--- src/rtl/control_reg_writer_pkg.sv ---
// control_reg_pkg: shared types and constants for the control register writer.
//   pulse_state_e   : pulse timer FSM state (IDLE, PULSE)
//   COUNT_W         : pulse counter width
//   MAX_PULSE_WIDTH : largest legal pulse high time in clocks
//   DATA_W          : width of the write data / control bus
//   active_mask()   : mask with the low num_outputs bits set
package control_reg_pkg;

  localparam int COUNT_W         = 4;
  localparam int MAX_PULSE_WIDTH = 15;
  localparam int DATA_W          = 8;

  typedef enum logic [0:0] {
    IDLE  = 1'b0,
    PULSE = 1'b1
  } pulse_state_e;

  // Bits at or above num_outputs are unused and must read as zero everywhere.
  function automatic logic [DATA_W-1:0] active_mask(input int num_outputs);
    logic [DATA_W-1:0] m;
    m = {DATA_W{1'b0}};
    for (int i = 0; i < DATA_W; i++) begin
      if (i < num_outputs) begin
        m[i] = 1'b1;
      end else begin
        m[i] = 1'b0;
      end
    end
    return m;
  endfunction

endpackage

--- src/rtl/control_reg_writer_if.sv ---
// control_reg_writer_if: valid/ready write channel into the control register.
//   wr_valid : write request (master -> slave)
//   wr_ready : slave can accept a write (slave -> master)
//   wr_data  : write data
//   wr_mask  : per-bit write enable
interface control_reg_writer_if;
  import control_reg_pkg::*;

  logic              wr_valid;
  logic              wr_ready;
  logic [DATA_W-1:0] wr_data;
  logic [DATA_W-1:0] wr_mask;

  modport master (output wr_valid, output wr_data, output wr_mask, input wr_ready);
  modport slave  (input wr_valid, input wr_data, input wr_mask, output wr_ready);

endinterface

--- src/rtl/control_reg_writer_pulse_timer.sv ---
// control_pulse_timer: times the high phase of pulse-mode control bits.
//   clock  : rising-edge clock
//   reset  : synchronous active-high reset
//   start  : accepted write that sets at least one pulse bit (sampled in IDLE)
//   busy   : a pulse is in progress (writes must be held off)
//   expire : last pulse clock; pulse bits clear on this edge
//   done   : registered one-clock strobe in the cycle after the pulse ends
module control_pulse_timer
  import control_reg_pkg::*;
#(
  parameter int PulseWidth = 1
) (
  input  logic clock,
  input  logic reset,
  input  logic start,
  output logic busy,
  output logic expire,
  output logic done
);

  localparam logic [COUNT_W-1:0] PW_CNT  = COUNT_W'(PulseWidth);
  localparam logic [COUNT_W-1:0] CNT_ONE = COUNT_W'(1);
  localparam logic [COUNT_W-1:0] CNT_ZERO = COUNT_W'(0);

  generate
    if (PulseWidth < 1 || PulseWidth > MAX_PULSE_WIDTH) begin : g_bad_pulse_width
      $error("control_pulse_timer: PulseWidth must be in 1..15");
    end
  endgenerate

  pulse_state_e       state_r;
  pulse_state_e       state_next_s;
  logic [COUNT_W-1:0] count_r;
  logic [COUNT_W-1:0] count_next_s;
  logic               done_r;
  logic               busy_s;
  logic               expire_s;

  // State, counter and done-strobe registers.
  always_ff @(posedge clock) begin
    if (reset) begin
      state_r <= IDLE;
      count_r <= CNT_ZERO;
      done_r  <= 1'b0;
    end else begin
      state_r <= state_next_s;
      count_r <= count_next_s;
      done_r  <= expire_s;
    end
  end

  // Next-state and next-count logic; count 1 marks the first high clock.
  always_comb begin
    state_next_s = state_r;
    count_next_s = count_r;
    case (state_r)
      IDLE: begin
        if (start) begin
          state_next_s = PULSE;
          count_next_s = CNT_ONE;
        end else begin
          state_next_s = IDLE;
          count_next_s = count_r;
        end
      end
      PULSE: begin
        if (count_r == PW_CNT) begin
          state_next_s = IDLE;
          count_next_s = CNT_ZERO;
        end else begin
          state_next_s = PULSE;
          count_next_s = count_r + CNT_ONE;
        end
      end
      default: begin
        state_next_s = IDLE;
        count_next_s = CNT_ZERO;
      end
    endcase
  end

  // State decode for busy and the final-clock indication.
  always_comb begin
    busy_s   = 1'b0;
    expire_s = 1'b0;
    case (state_r)
      IDLE: begin
        busy_s   = 1'b0;
        expire_s = 1'b0;
      end
      PULSE: begin
        busy_s   = 1'b1;
        expire_s = (count_r == PW_CNT);
      end
      default: begin
        busy_s   = 1'b0;
        expire_s = 1'b0;
      end
    endcase
  end

  assign busy   = busy_s;
  assign expire = expire_s;
  assign done   = done_r;

endmodule

--- src/rtl/control_reg_writer.sv ---
// control_reg_writer: software-written control register driving fabric nets.
//   clock, reset          : rising-edge clock, synchronous active-high reset
//   bus (slave)           : wr_valid/wr_ready/wr_data/wr_mask write channel
//   control_0..control_7  : individual control nets
//   control_bus, rd_data  : the same register as a bus / readback
//   pulse_done            : one-clock strobe after pulse bits drop
// Each bit is level (held) or pulse (self-clearing after PulseWidth clocks).
module control_reg_writer
  import control_reg_pkg::*;
#(
  parameter int                NumOutputs = 8,
  parameter logic [DATA_W-1:0] BitModes   = 8'h00,
  parameter logic [DATA_W-1:0] ResetValue = 8'h00,
  parameter int                PulseWidth = 1
) (
  input  logic                clock,
  input  logic                reset,
  control_reg_writer_if.slave bus,
  output logic                control_0,
  output logic                control_1,
  output logic                control_2,
  output logic                control_3,
  output logic                control_4,
  output logic                control_5,
  output logic                control_6,
  output logic                control_7,
  output logic [DATA_W-1:0]   control_bus,
  output logic [DATA_W-1:0]   rd_data,
  output logic                pulse_done
);

  localparam logic [DATA_W-1:0] ACTIVE_MASK = active_mask(NumOutputs);
  localparam logic [DATA_W-1:0] PULSE_BITS  = BitModes & ACTIVE_MASK;
  localparam logic [DATA_W-1:0] CTRL_RESET  = ResetValue & ~BitModes & ACTIVE_MASK;

  generate
    if (NumOutputs < 1 || NumOutputs > DATA_W) begin : g_bad_num_outputs
      $error("control_reg_writer: NumOutputs must be in 1..8");
    end
  endgenerate

  logic [DATA_W-1:0] ctrl_r;
  logic [DATA_W-1:0] ctrl_next_s;
  logic              ready_en_r;
  logic [DATA_W-1:0] em_s;
  logic [DATA_W-1:0] lm_s;
  logic [DATA_W-1:0] pm_s;
  logic              accept_s;
  logic              start_s;
  logic              busy_s;
  logic              expire_s;

  // wr_ready depends on registered state only, never on wr_valid.
  assign bus.wr_ready = ready_en_r & ~busy_s;

  assign em_s     = bus.wr_mask & ACTIVE_MASK;
  assign lm_s     = ~BitModes & em_s;
  assign pm_s     = BitModes & em_s;
  assign accept_s = bus.wr_valid & bus.wr_ready;
  assign start_s  = accept_s & (|(bus.wr_data & pm_s));

  control_pulse_timer #(
    .PulseWidth (PulseWidth)
  ) u_pulse_timer (
    .clock  (clock),
    .reset  (reset),
    .start  (start_s),
    .busy   (busy_s),
    .expire (expire_s),
    .done   (pulse_done)
  );

  // Next register value; accept and expire are exclusive (IDLE vs PULSE).
  always_comb begin
    ctrl_next_s = ctrl_r;
    if (accept_s) begin
      // Pulse bits are all zero in IDLE, so OR-ing in the new pulses is safe.
      ctrl_next_s = (ctrl_r & ~lm_s) | (bus.wr_data & lm_s) | (bus.wr_data & pm_s);
    end else if (expire_s) begin
      ctrl_next_s = ctrl_r & ~PULSE_BITS;
    end else begin
      ctrl_next_s = ctrl_r;
    end
  end

  // Control register and the post-reset ready enable.
  always_ff @(posedge clock) begin
    if (reset) begin
      ctrl_r     <= CTRL_RESET;
      ready_en_r <= 1'b0;
    end else begin
      ctrl_r     <= ctrl_next_s;
      ready_en_r <= 1'b1;
    end
  end

  assign control_bus = ctrl_r;
  assign rd_data     = ctrl_r;
  assign control_0   = ctrl_r[0];
  assign control_1   = ctrl_r[1];
  assign control_2   = ctrl_r[2];
  assign control_3   = ctrl_r[3];
  assign control_4   = ctrl_r[4];
  assign control_5   = ctrl_r[5];
  assign control_6   = ctrl_r[6];
  assign control_7   = ctrl_r[7];

endmodule

--- src/flat_wrapper.sv ---
// flat-port wrapper written by rule: the top's interface ports become plain ports
module control_reg_writer_flat import control_reg_pkg::*;
#(
  parameter int                NumOutputs = 8,
  parameter logic [DATA_W-1:0] BitModes   = 8'h00,
  parameter logic [DATA_W-1:0] ResetValue = 8'h00,
  parameter int                PulseWidth = 1
)
  (clock, reset, control_0, control_1, control_2, control_3, control_4, control_5, control_6, control_7, control_bus, rd_data, pulse_done, bus_wr_valid, bus_wr_data, bus_wr_mask, bus_wr_ready);
  control_reg_writer_if bus_i ();
  input  logic clock;
  input  logic reset;
  output logic control_0;
  output logic control_1;
  output logic control_2;
  output logic control_3;
  output logic control_4;
  output logic control_5;
  output logic control_6;
  output logic control_7;
  output logic [DATA_W-1:0] control_bus;
  output logic [DATA_W-1:0] rd_data;
  output logic pulse_done;
  input wire logic [$bits(bus_i.wr_valid)-1:0] bus_wr_valid;
  input wire logic [$bits(bus_i.wr_data)-1:0] bus_wr_data;
  input wire logic [$bits(bus_i.wr_mask)-1:0] bus_wr_mask;
  output wire logic [$bits(bus_i.wr_ready)-1:0] bus_wr_ready;
  assign bus_i.wr_valid = bus_wr_valid;
  assign bus_i.wr_data = bus_wr_data;
  assign bus_i.wr_mask = bus_wr_mask;
  assign bus_wr_ready = bus_i.wr_ready;
  control_reg_writer #(.NumOutputs(NumOutputs), .BitModes(BitModes), .ResetValue(ResetValue), .PulseWidth(PulseWidth)) u_core (.clock(clock), .reset(reset), .bus(bus_i), .control_0(control_0), .control_1(control_1), .control_2(control_2), .control_3(control_3), .control_4(control_4), .control_5(control_5), .control_6(control_6), .control_7(control_7), .control_bus(control_bus), .rd_data(rd_data), .pulse_done(pulse_done));
endmodule
--- config.mk ---
export PLATFORM = sky130hd
export DESIGN_NAME = control_reg_writer_flat
export DESIGN_NICKNAME = d
export VERILOG_FILES = /design/src/rtl/control_reg_writer_pkg.sv /design/src/rtl/control_reg_writer_if.sv /design/src/rtl/control_reg_writer_pulse_timer.sv /design/src/rtl/control_reg_writer.sv /design/src/flat_wrapper.sv
export SDC_FILE = /design/constraint.sdc
export NUM_CORES = 1
export LEC_CHECK = 0
export BUFFER_PORTS_ARGS = -buffer_cell sky130_fd_sc_hd__buf_2
export CORE_MARGIN = 1.5
export CORE_UTILIZATION = 30
export DETAILED_ROUTE_END_ITERATION = 10
export PLACE_DENSITY = 0.57
export SYNTH_ARGS = -nofsm -noshare
export SYNTH_HDL_FRONTEND = slang
export SYNTH_SLANG_ARGS = --single-unit
--- constraint.sdc ---
create_clock -name clock -period 2.95 [get_ports clock]
set_clock_uncertainty 0.1 [all_clocks]
set_input_delay 0.1475 -clock clock [delete_from_list [all_inputs] [get_ports clock]]
set_output_delay 0.1475 -clock clock [all_outputs]
set_load 0.1 [all_outputs]
# == Yosys cells after proc, flatten, opt, wreduce, memory -nomap -nowiden ==
# Index checks and enable logic that the tools add are counted.
# totals
ff_bits,15
latch_bits,0
mem_bits_rw,0
rom_bits,0
inputBits,19
n_memories,0
# classes
n_addsub,1
mul,0
div_mod_pow,0
order_cmp,0
n_eq_ne,1
n_shift,0
mux,7
n_bitwise,8
n_reduce_logical,0
# op_table
operator,count
bitwise AND 8 bit,2
two-way mux 4 bit,2
NOT 8 bit,1
OR 8 bit,1
one-hot mux 1 bit (2 select lines),3
adder 4 x 1 -> 4 bit (second input constant),1
equality test 4 x 1 -> 1 bit (second input constant),1
bitwise AND 1 bit,2
two-way mux 1 bit,2
NOT 1 bit,2

# == Depth between registers and ports, before layout ==
# logic_depth
ltp_word,5
mapped_depth,3

# == By module ==
# From an unflattened synthesis, not the netlist that was laid out.
# hier_totals
hier_cells,93
area_unflattened_um2,879.6
# modules_own_cells
module,instances,cells_each,area_each_um2
control_reg_writer,1,63,590.6
control_pulse_timer,1,30,289.0

# == Worst setup path before layout ==
# Ideal clock, no wire load.
# synth_path
kind,reg2out
startpoint,register u_core.ready_en_r
endpoint,output port bus_wr_ready
arrival_time_ns,1.805
required_time_ns,2.703
slack_ns,0.897
stages_incl_launch_ff,3
path_cell_list,dfxtp_1 buf_2 nor2b_1
# synth_between
elab_chain_cells,1
# synth_lines
item,line,text
start: declaration,control_reg_writer.sv:44,logic ready_en_r;
start signal: assignment,control_reg_writer.sv:90,ready_en_r <= 1'b0;
start signal: assignment,control_reg_writer.sv:93,ready_en_r <= 1'b1;
bitwise AND 1 bit,control_reg_writer.sv:54,assign bus.wr_ready = ready_en_r & ~busy_s;
end: declaration,flat_wrapper.sv:27,output wire logic [$bits(bus_i.wr_ready)-1:0] bus_wr_ready;
# No other way between the ends.

# == Worst setup path in the final report ==
# Ends and elaborated chain as after synthesis.

==> out/qor.yml <==
outcome: "finished, final reports clean"
ant_nets: 0
routed_wl_mm: 1.58
grt-ovfl-total: 0
synth_edf_count: 0
grt_pass1_wl_mm: 2.53
setup_viol: 0
cp_slowest_cell: "dfxtp_1"
drive_above_1_share: 0.426
ys.flop_type: "dfxtp_1"
utilization: 0.359
r2r-start: "u_core.u_pulse_timer.state_r"
first_global_vias: 589
yosys_warnings: 0
die_x_um: 55.9
htree_levels: 1
area_growth_pct: 15.6
fp.dieH_um: 55.9
place_congestion: 0.742
grt_usage: 0.102
fin_area_um2: 972
path_clk_slew_ns: 0.09
busiest_layer: "met2"
drv_cap: 0
avgRoutedWirePerCell_um: 10.8
critPathKind: "reg2out"
hold-path-cell-count: 3
synth_seq_area_share: 0.357
crit_path_max_incr_delay_ns: 0.48
power_frac_seq: 0.462
crit_arrival_ns: 1.36
met2_usage: 0.170
r2r_cells: 2
syn-cell-area_um2: 841
rows: 19
cts_root_buf: "clkbuf_4"
grt_use_met1: 0.119
crit_family: "flip-flops"
ios: 45
fp.coreArea_mm2: 0.00271
end_kind: "output pin"
syn-instance-count: 88
ys_ff_latch: 15
rsz0062_at_grt: "no"
slew_headroom: 0.676
num-fill-cells: 288
pwr-share-clk: 0.250
comb_power_share: 0.288
grt_max_degree: 27
ctsHoldBuffers: 0
multi_input_area_um2: 383
p_int_w: 0.000286
post_cts_buffers: 0
leakage_nw: 0.519
worst_ep_required_time_ns: 2.70
synth.avg_cell_area_um2: 9.55
tns_ns: 0
dp_hpwl_mm: 1.16
via_count: 678
ir_drop_uv: 235
swShare: 0.376
vias_per_cell: 4.64
min_path_type: "in2reg"
synth_fp_nets: 107
cts_buffer_depth: 2
hold_violations: 0
p_switching_w: 0.000172
rr_endpoint: "u_core.u_pulse_timer.count_r[3]"
ff_latch_area_um2: 300
min_from: "bus_wr_data[5]"
antenna_found_initial: 0
crit_fanout: 9
cp-start-kind: "flop"
firstDrtPassIters: 4
initialDrtViolationCount: 10
portBuffers: 44
insertion_delay_ns: 0.28
cts_tree: "done"
fmax_ghz: 0.623
cp_num_buf_inv: 1
start_util: 0.310
powerDensity_mw_per_mm2: 471
cts_resized: 0
cts.sinks: 15
use_met3: 0.0465
tightest_slew_ns: 0.489
drc: 0
place_area_um2: 946
synthArstFlopShare: 0
slew_violations: 0
dieArea_mm2: 0.00313
num_antenna_cells: 0
synth_cell_types: 23
r2r_slack_ns: 1.67
min_period_over_period: 0.544
timing.final.crit_period_ns: 1.61
finalNetCount: 135
numCtsBuffers: 3
cp_cell_sequence: "nor2b_1 > buf_2"
logic make-up (layout without fill, tap and decap cells):
logic type      Yosys count  after routing  share of synthesized area
buf+inv                  22             49                      0.187
compound gates            4              4                     0.0342
simple gates             36             36                      0.284
xor+xnor                  1              1                     0.0104
mux                      10             10                      0.126
flops                    15             15                      0.357
cells in the mapped netlist (2+ instances only):
master / instances / share of area
buf_4: 17 / 0.15
nand2b_1: 17 / 0.13
dfxtp_1: 15 / 0.36
mux2i_1: 8 / 0.095
nand4b_1: 8 / 0.083
buf_2: 3 / 0.018
nor2_1: 3 / 0.013
and2b_1: 2 / 0.018
power groups by stage:
stage	combinational, W	sequential, W	clock (W)
6_report	0.000132	0.000211	0.000114
4_1_cts	0.000133	0.000212	0.000125
3_5_place_dp	0.000133	0.000216	0
3_3_place_gp	0.000133	0.000216	0
5_1_grt	0.000137	0.000212	0.000130
2_1_floorplan	0.0000927	0.000242	0
cells in the final DEF (no fill, tap or decap):
cell type  synthesis  routed
buf_2              3      44
mux2_2             1       1
mux2i_1            8       8
clkbuf_4           0       3
clkbuf_1           0       1
nand2b_1          17      17
a21oi_1            1       1
mux2_4             1       1
nand4b_1           8       8
a21bo_1            1       1
dfxtp_1           15      15
nand3b_1           1       1
nor3_1             1       1
o22ai_1            1       1
nor4_1             1       1
nor2b_1            1       1
nor2_1             3       3
o21bai_1           1       1
and2b_1            2       2
inv_1              1       1
nand4_1            1       1
xnor2_1            1       1
nand3_1            1       1
area by class of cell:
cell class | count | share of cell area
multi-input cells | 51 | 0.394
repair buffers | 44 | 0.227
well taps | 31 | 0.0399
flip-flops and latches | 15 | 0.309
clock buffers | 4 | 0.0270
inverters | 1 | 0.00386
worst min-delay path, stage by stage:
cell and delay, ns:
buf_2 0.09, nand2b_1 0.05, mux2i_1 0.05
worst max-delay path by stage:
stage,start,end,slack (ns),cells after the start
final,u_core.ready_en_r,bus_wr_ready,1.34,2
after global routing,u_core.ready_en_r,bus_wr_ready,1.24,2
after CTS,u_core.ready_en_r,bus_wr_ready,1.33,2
after detailed placement,u_core.ready_en_r,bus_wr_ready,1.66,2
after global placement,u_core.ready_en_r,bus_wr_ready,1.68,2
after floorplan,u_core.ready_en_r,bus_wr_ready,0.90,2
layer usage:
metal	share of wire	vias up	routed length, um
li1	-	336	-
met1	0.45	312	712
met5	0	-	0
met2	0.47	26	738
met3	0.069	4	109
met4	0.011	0	17
per-stage QoR:
| step | setup WS [ns] | power (W) | hold slack (ns) | cells |
|---|---|---|---|---|
| global route | 1.24 | 0.000479 | 0.00627 | 146 |
| CTS | 1.33 | 0.000469 | 0.00110 | 146 |
| finish | 1.34 | 0.000458 | 0.0156 | 146 |
| floorplan | 0.897 | 0.000335 | 0.199 | 88 |
| global placement | 1.68 | 0.000349 | 0.311 | 142 |
| detailed placement | 1.66 | 0.000349 | 0.312 | 142 |
Note: power is estimated with default switching activity, not from simulation.
